==> src/rtl/serial_addsub.sv <==
// Digit-serial adder/subtractor: operands latched on start, DIGIT bits per clock, LSD first.
// Handshake: start is accepted only in IDLE or DONE; busy is high while digits are processed; done pulses one cycle with m/cout/ovf valid.
module serial_addsub #(
   parameter int WIDTH = 4,
   parameter int DIGIT = 1
) (
   input  logic             clk,
   input  logic             rst_n,
   input  logic             start,
   input  logic             sub,
   input  logic [WIDTH-1:0] a,
   input  logic [WIDTH-1:0] b,
   output logic             busy,
   output logic             done,
   output logic [WIDTH-1:0] m,
   output logic             cout,
   output logic             ovf,
   output logic [1:0]       state_dbg
);

   localparam int N  = WIDTH / DIGIT;
   localparam int CW = (N > 1) ? $clog2(N) : 1;

   localparam logic [1:0] S_IDLE = 2'd0;
   localparam logic [1:0] S_BUSY = 2'd1;
   localparam logic [1:0] S_DONE = 2'd2;

   logic [1:0]       state_q, state_d;
   logic [WIDTH-1:0] a_q, a_d;
   logic [WIDTH-1:0] b_q, b_d;
   logic [WIDTH-1:0] r_q, r_d;
   logic             c_q, c_d;
   logic [CW-1:0]    cnt_q, cnt_d;
   logic [WIDTH-1:0] m_q, m_d;
   logic             cout_q, cout_d;
   logic             ovf_q, ovf_d;

   logic [DIGIT:0]         dsum;
   logic                   cin_msb;
   logic [WIDTH+DIGIT-1:0] r_cat;
   logic [WIDTH-1:0]       r_shift;
   logic                   last_digit;

   assign dsum = {1'b0, a_q[DIGIT-1:0]} + {1'b0, b_q[DIGIT-1:0]} + {{DIGIT{1'b0}}, c_q};

   // Carry into the top bit of the digit; on the last digit this is the carry into the word MSB.
   generate
      if (DIGIT == 1) begin : g_cin_1
         assign cin_msb = c_q;
      end else begin : g_cin_n
         logic [DIGIT-1:0] lo;
         assign lo      = {1'b0, a_q[DIGIT-2:0]} + {1'b0, b_q[DIGIT-2:0]}
                        + {{(DIGIT-1){1'b0}}, c_q};
         assign cin_msb = lo[DIGIT-1];
      end
   endgenerate

   assign r_cat      = {dsum[DIGIT-1:0], r_q} >> DIGIT;
   assign r_shift    = r_cat[WIDTH-1:0];
   assign last_digit = (cnt_q == CW'(N - 1));

   always_comb begin
      state_d = state_q;
      a_d     = a_q;
      b_d     = b_q;
      r_d     = r_q;
      c_d     = c_q;
      cnt_d   = cnt_q;
      m_d     = m_q;
      cout_d  = cout_q;
      ovf_d   = ovf_q;
      case (state_q)
         S_IDLE, S_DONE: begin
            state_d = S_IDLE;
            if (start) begin
               a_d     = a;
               b_d     = b ^ {WIDTH{sub}};
               c_d     = sub;
               r_d     = '0;
               cnt_d   = '0;
               state_d = S_BUSY;
            end
         end
         S_BUSY: begin
            a_d   = a_q >> DIGIT;
            b_d   = b_q >> DIGIT;
            r_d   = r_shift;
            c_d   = dsum[DIGIT];
            cnt_d = cnt_q + CW'(1);
            if (last_digit) begin
               state_d = S_DONE;
               m_d     = r_shift;
               cout_d  = dsum[DIGIT];
               ovf_d   = cin_msb ^ dsum[DIGIT];
            end
         end
         default: state_d = S_IDLE;
      endcase
   end

   always_ff @(posedge clk or negedge rst_n) begin
      if (!rst_n) begin
         state_q <= S_IDLE;
         a_q     <= '0;
         b_q     <= '0;
         r_q     <= '0;
         c_q     <= 1'b0;
         cnt_q   <= '0;
         m_q     <= '0;
         cout_q  <= 1'b0;
         ovf_q   <= 1'b0;
      end else begin
         state_q <= state_d;
         a_q     <= a_d;
         b_q     <= b_d;
         r_q     <= r_d;
         c_q     <= c_d;
         cnt_q   <= cnt_d;
         m_q     <= m_d;
         cout_q  <= cout_d;
         ovf_q   <= ovf_d;
      end
   end

   assign busy      = (state_q == S_BUSY);
   assign done      = (state_q == S_DONE);
   assign m         = m_q;
   assign cout      = cout_q;
   assign ovf       = ovf_q;
   assign state_dbg = state_q;

endmodule

==> config.mk <==
export PLATFORM = sky130hd
export DESIGN_NAME = serial_addsub
export DESIGN_NICKNAME = d
export VERILOG_FILES = /design/src/rtl/serial_addsub.sv
export SDC_FILE = /design/constraint.sdc
export NUM_CORES = 1
export LEC_CHECK = 0
export BUFFER_PORTS_ARGS = -buffer_cell sky130_fd_sc_hd__buf_2
export CORE_ASPECT_RATIO = 0.9
export CORE_UTILIZATION = 46
export DETAILED_ROUTE_END_ITERATION = 10
export PLACE_DENSITY = 0.83
export SKIP_CTS_REPAIR_TIMING = 1
export SLEW_MARGIN = 30
export SYNTH_ARGS = -nofsm -noshare
export SYNTH_HDL_FRONTEND = slang
export SYNTH_SLANG_ARGS = --single-unit
==> constraint.sdc <==
create_clock -name clk -period 1.4 [get_ports clk]
set_input_delay 0.28 -clock clk [delete_from_list [all_inputs] [get_ports clk]]
set_output_delay 0.28 -clock clk [all_outputs]
set_load 0.01 [all_outputs]
### Yosys cells after proc, flatten, opt, wreduce, memory -nomap -nowiden

Cells that the tools add are included.

* register bits: 23
* input bits: 12
* output and inout port bits: 10
* word-level logic and storage cells: 37

* add/subtract/negate cells: 3
* eq/ne operators: 5
* mux-type cells: 13
* bitwise operators: 2
* reductions and logical operators: 5

Operators with widths (count)
* 4-bit case mux with 2 select lines: 3
* 4-bit two-way mux: 3
* 2-bit case mux with 2 select lines: 2
* 2-bit equality test (second input constant): 2
* 2-bit two-way mux: 2
* 2-bit AND reduction: 2
* 4-bit XOR: 1
* 1-bit by 1-bit adder with 2-bit output: 1
* 2-bit by 1-bit adder with 2-bit output: 1
* 2-bit by 1-bit adder with 2-bit output (second input constant): 1
* 2-bit by 1-bit equality test with 1-bit output (second input constant): 1
* 2-bit logical NOT: 1
* 1-bit two-way mux: 2
* 2-bit by 1-bit inequality test with 1-bit output (second input constant): 1
* 2-bit inequality test (second input constant): 1
* 1-bit case mux with 2 select lines: 1
* 2-bit nonzero test: 1
* 2-bit OR reduction: 1
* 1-bit XOR: 1

### Depth between registers and ports, before layout

* word-level depth: 4
* mapped depth: 5
* mapped depth without buffers: 4

### Least setup slack after synthesis

OpenSTA, ideal clock, no wires.

* path type: flip-flop to flip-flop
* start point: reg a_q[0]
* end point: reg c_q
* setup time: 0.118 ns
* data arrival time: 1.190 ns
* required time: 1.282 ns
* setup slack: 0.092 ns
* cell stages (with the launch flop): 4
* path buffers: 0
* period minus slack after synthesis: 1.308 ns
* cell sequence: dfrtp_1 fa_1 a22o_1 a21o_1

* longest elaborated chain between the ends: 3

RTL lines
* start, declared: line 29 `logic [WIDTH-1:0] a_q, a_d;`
* start signal, assigned: line 104 `a_q <= '0;`
* start signal, assigned: line 114 `a_q <= a_d;`
* 1-bit by 1-bit adder with 2-bit output: line 44 `assign dsum = {1'b0, a_q[DIGIT-1:0]} + {1'b0, b_q[DIGIT-1:0]} + {{DIGIT{1'b0}}, c_q};`
* 2-bit by 1-bit adder with 2-bit output: line 44
* net dsum[1]: line 38 `logic [DIGIT:0] dsum;`
* 1-bit case mux with 2 select lines: line 72 `case (state_q)`
* end signal, assigned: line 107 `c_q <= 1'b0;`
* end signal, assigned: line 117 `c_q <= c_d;`
* end, declared: line 32 `logic c_q, c_d;`

The timed path passes the listed nets, and every way through them passes these cells.
A chain may end at the register's enable or synchronous reset.

### Final worst setup path

* start point: reg state_q[1] (netlist: state_dbg[1])
* end point: out busy

* longest elaborated chain between the ends: 1

RTL lines
* start, declared: line 28 `logic [1:0] state_q, state_d;`
* start signal, assigned: line 113 `state_q <= state_d;`
* 2-bit by 1-bit equality test with 1-bit output: line 125 `assign busy = (state_q == S_BUSY);`
* end, declared: line 13 `output logic busy,`

No other way between the ends.

==> Flow_metrics.wiki <==
{| class="wikitable"
! Metric !! Value
|-
| Max H-tree Level || 1
|-
| Post-synthesis async set-or-reset flop share || 100%
|-
| Core outline area || 1930 um^2
|-
| Setup repair after global routing missed its margin || true
|-
| Post-layout minimum cycle time || 1.41 ns
|-
| Number of setup violations in the final report || 1
|-
| Wire length of the first global-routing pass || 2460 um
|-
| Crit Path Category || reg2out
|-
| Count leader, synth || sky130_fd_sc_hd__dfrtp_1
|-
| Mean cell area of the mapped netlist || 13.7 um^2
|-
| Vias in the first global route || 532
|-
| Antenna-violating nets left || 0
|-
| Endpoint class of the critical path || primary output
|-
| Max FO, Critical Path || 5
|-
| Final total negative setup slack || -0.00555 ns
|-
| Timing-limited maximum frequency || 711 MHz
|-
| Synthesis-to-layout area growth || 22.2%
|-
| Xor/xnor share of the synthesized area || 4.58%
|-
| Number of different library cells in the post-synthesis netlist || 21
|-
| Design area || 1170 um^2
|-
| Top FF cell, synth || sky130_fd_sc_hd__dfrtp_1
|-
| Clock tree from TritonCTS || yes
|-
| Cell type with the highest aggregate area in the netlist || sky130_fd_sc_hd__dfrtp_1
|-
| Number of slew-limit violations in the final report || 0
|-
| Leakage component of the power || 0.609 nW
|-
| Length of the first detailed-routing pass in iterations || 4
|-
| DIE AREA || 2270 um^2
|-
| Diode insertion count for antenna repair || 0
|-
| Final Worst Setup Slack || -0.00555 ns
|-
| Failing checks || negative setup slack
|-
| WL/cell || 13.7 um
|-
| Yosys top cell area share || 57.5%
|-
| Final net count || 114
|-
| Internal power summed over all cells || 0.00179 W
|-
| I/O Buffers || 21
|-
| Pin count of the biggest net entering global routing || 23
|-
| Number of buffers created by CTS || 3
|-
| Post-synth net total || 84
|-
| Register bit count reported by yosys || 22
|-
| Initial core utilization || 49.5%
|-
| Post-route clock period utilization || 100%
|-
| Worst Tran Pin Value || 0.460 ns
|-
| Fin. Hold Viols || 0
|-
| Fraction of power consumed by sequential logic || 41.1%
|-
| Fraction of the yosys area taken by sequential cells || 57.5%
|-
| Number of vias after detailed routing || 639
|-
| Post-synthesis instance total || 70
|-
| Vias/cell || 5.15
|-
| Pwr dens || 2330 nW/um^2
|-
| Post-Route Utilization || 60.5%
|-
| Die X-Extent || 50.1 um
|-
| Overall routed net length || 1700 um
|-
| Placed Area || 1070 um^2
|-
| Combinational group share of total power || 46.6%
|-
| Reg clk slew, reported paths || 0.11 ns
|-
| Mux cell area share after synthesis || 7.06%
|-
| First DRT Iteration DRCs || 10
|-
| Pre-CTS WS || 0.0433 ns
|-
| Power, Total || 0.00273 W
|-
| Switching share of power || 34.2%
|-
| Max Root-Sink Buffers || 2
|-
| Max-Cap Viols || 0
|-
| Synth Area in Simple Gates || 6.54%
|-
| Fin Clk Skew || 0.00177 ns
|-
| Fraction of final layout cells sized beyond drive strength 1 || 41.4%
|-
| Area fraction in compound gates after synthesis || 16.5%
|-
| Largest cells by area after synthesis || sky130_fd_sc_hd__dfrtp_1 (58%), sky130_fd_sc_hd__a22o_1 (9.2%), sky130_fd_sc_hd__mux2_2 (7.1%)
|-
| IR Drop Worst-Case VDD || 0.00124 V
|-
| Net Switching || 0.000933 W
|-
| Startpoint Class || flop
|-
| Clock power frac || 12.3%
|-
| Clk_lat worst skew || 0.30 ns
|-
| Main combinational cell family by area after synthesis || compound AO/OA/AOI/OAI gates
|-
| Count of flip-flops with a built-in enable after synthesis || 0
|-
| Data required time at the worst endpoint || 1.12 ns
|-
| Antenna violations before repair || 0
|-
| Site row count || 15
|-
| Crit path DAT || 1.13 ns
|-
| Adder and majority gate portion of the synthesized area || 3.40%
|-
| DRC errors left || 0
|-
| Die Ht || 45.3 um
|-
| Post-DP HPWL || 1130 um
|-
| Yosys warning total || 0
|-
| Num ports || 22
|-
| Worst slew slack as a fraction of its limit || 69.4%
|-
| GP Congestion || 0.695
|-
| Overall Global Routing Usage || 15.7%
|-
| Root buffer cell || sky130_fd_sc_hd__clkbuf_4
|-
| Worst Hold Class || in2reg
|-
| Ranking of synthesized cells by instance count || sky130_fd_sc_hd__dfrtp_1 (22), sky130_fd_sc_hd__a22o_1 (10), sky130_fd_sc_hd__mux2_2 (6)
|-
| Total global routing overflow || 0
|-
| Result of the run || finished, violations left
|-
| Sinks on Clock Net || 22
|-
| Post-Synthesis Cell Area || 957 um^2
|}
power by group through the flow:
stage / Sequential [W] / Combinational, W / Clock (W)
floorplan: 0.00113 / 0.000836 / 0
detailed placement: 0.00112 / 0.00109 / 0
global route: 0.00116 / 0.00140 / 0.000388
global placement: 0.00111 / 0.00106 / 0
finish: 0.00112 / 0.00127 / 0.000335
CTS: 0.00111 / 0.00109 / 0.000351
metrics by stage:
| step | cells | hold slack, ns |
|---|---|---|
| 4_1_cts | 117 | -0.0829 |
| 3_5_place_dp | 113 | 0.260 |
| 5_1_grt | 124 | 0.184 |
| 3_3_place_gp | 113 | 0.256 |
| 6_report | 124 | 0.196 |
| 2_1_floorplan | 70 | -0.0156 |
metal layers:
metal	GRT usage [%]	wire (um)	vias to the layer above	share of wire (%)
met4	8.57	27	0	1.6
met3	4.04	71	4	4.2
li1	-	-	308	-
met5	0	0	-	0
met2	23.2	826	18	49
met1	21.2	770	309	45
critical path: stages, from the launching register on:
cell	delay, ns
sky130_fd_sc_hd__dfrtp_1	0.42
sky130_fd_sc_hd__and2b_4	0.30
sky130_fd_sc_hd__buf_6	0.11
worst paths after layout:
kind                               from        to  slack, ns  cells past startpoint
max                        state_dbg[1]      busy     -0.006                      2
min                                a[3]    a_q[3]       0.20                      2
max reg2reg                state_dbg[0]  cnt_q[0]       0.06                      4
min reg2reg                      a_q[1]    a_q[1]       0.49                      1
max in group asynchronous         rst_n    a_q[0]       0.64                      2
min in group asynchronous         rst_n      m[3]       0.45                      2
flip-flops by register name, indices dropped and copies added (netlist names):
signal     flops
a_q            4
cout           1
r_q            3
cnt_q          2
c_q            1
b_q            4
m              4
state_dbg      2
ovf            1
cells by family (layout without fill, tap and decap cells):
kind of cell | Yosys count | after routing
DFF | 22 | 22
AOI/OAI and AO/OA | 19 | 19
and+or+nand+nor | 10 | 10
muxes | 6 | 6
buffers and inverters | 6 | 35
xor gates and xnor gates | 5 | 5
adders and majority gates | 2 | 2
placed cells by master, fill, tap and decap left out, types with 2 or more instances in the layout:
cell | Yosys | routed
sky130_fd_sc_hd__buf_4 | 1 | 7
sky130_fd_sc_hd__mux2_2 | 6 | 5
sky130_fd_sc_hd__dfrtp_1 | 22 | 22
sky130_fd_sc_hd__a22o_1 | 10 | 10
sky130_fd_sc_hd__clkbuf_4 | 0 | 3
sky130_fd_sc_hd__a21o_1 | 4 | 4
sky130_fd_sc_hd__nor2b_1 | 2 | 2
sky130_fd_sc_hd__buf_2 | 1 | 20
sky130_fd_sc_hd__inv_1 | 2 | 2
sky130_fd_sc_hd__a221o_1 | 3 | 3
sky130_fd_sc_hd__o21ai_0 | 2 | 2
sky130_fd_sc_hd__xnor2_1 | 4 | 4
sky130_fd_sc_hd__nor2_1 | 3 | 3
area by class of cell:
| cell class | count | area (um^2) |
|---|---|---|
| Inverter | 2 | 7.51 |
| Clock buffer | 4 | 36.3 |
| Sequential cell | 22 | 551 |
| Fill cell | 164 | 763 |
| Multi-Input combinational cell | 42 | 370 |
| Tap cell | 25 | 31.3 |
| Timing Repair Buffer | 29 | 174 |
(Power assumes the default switching activity.)
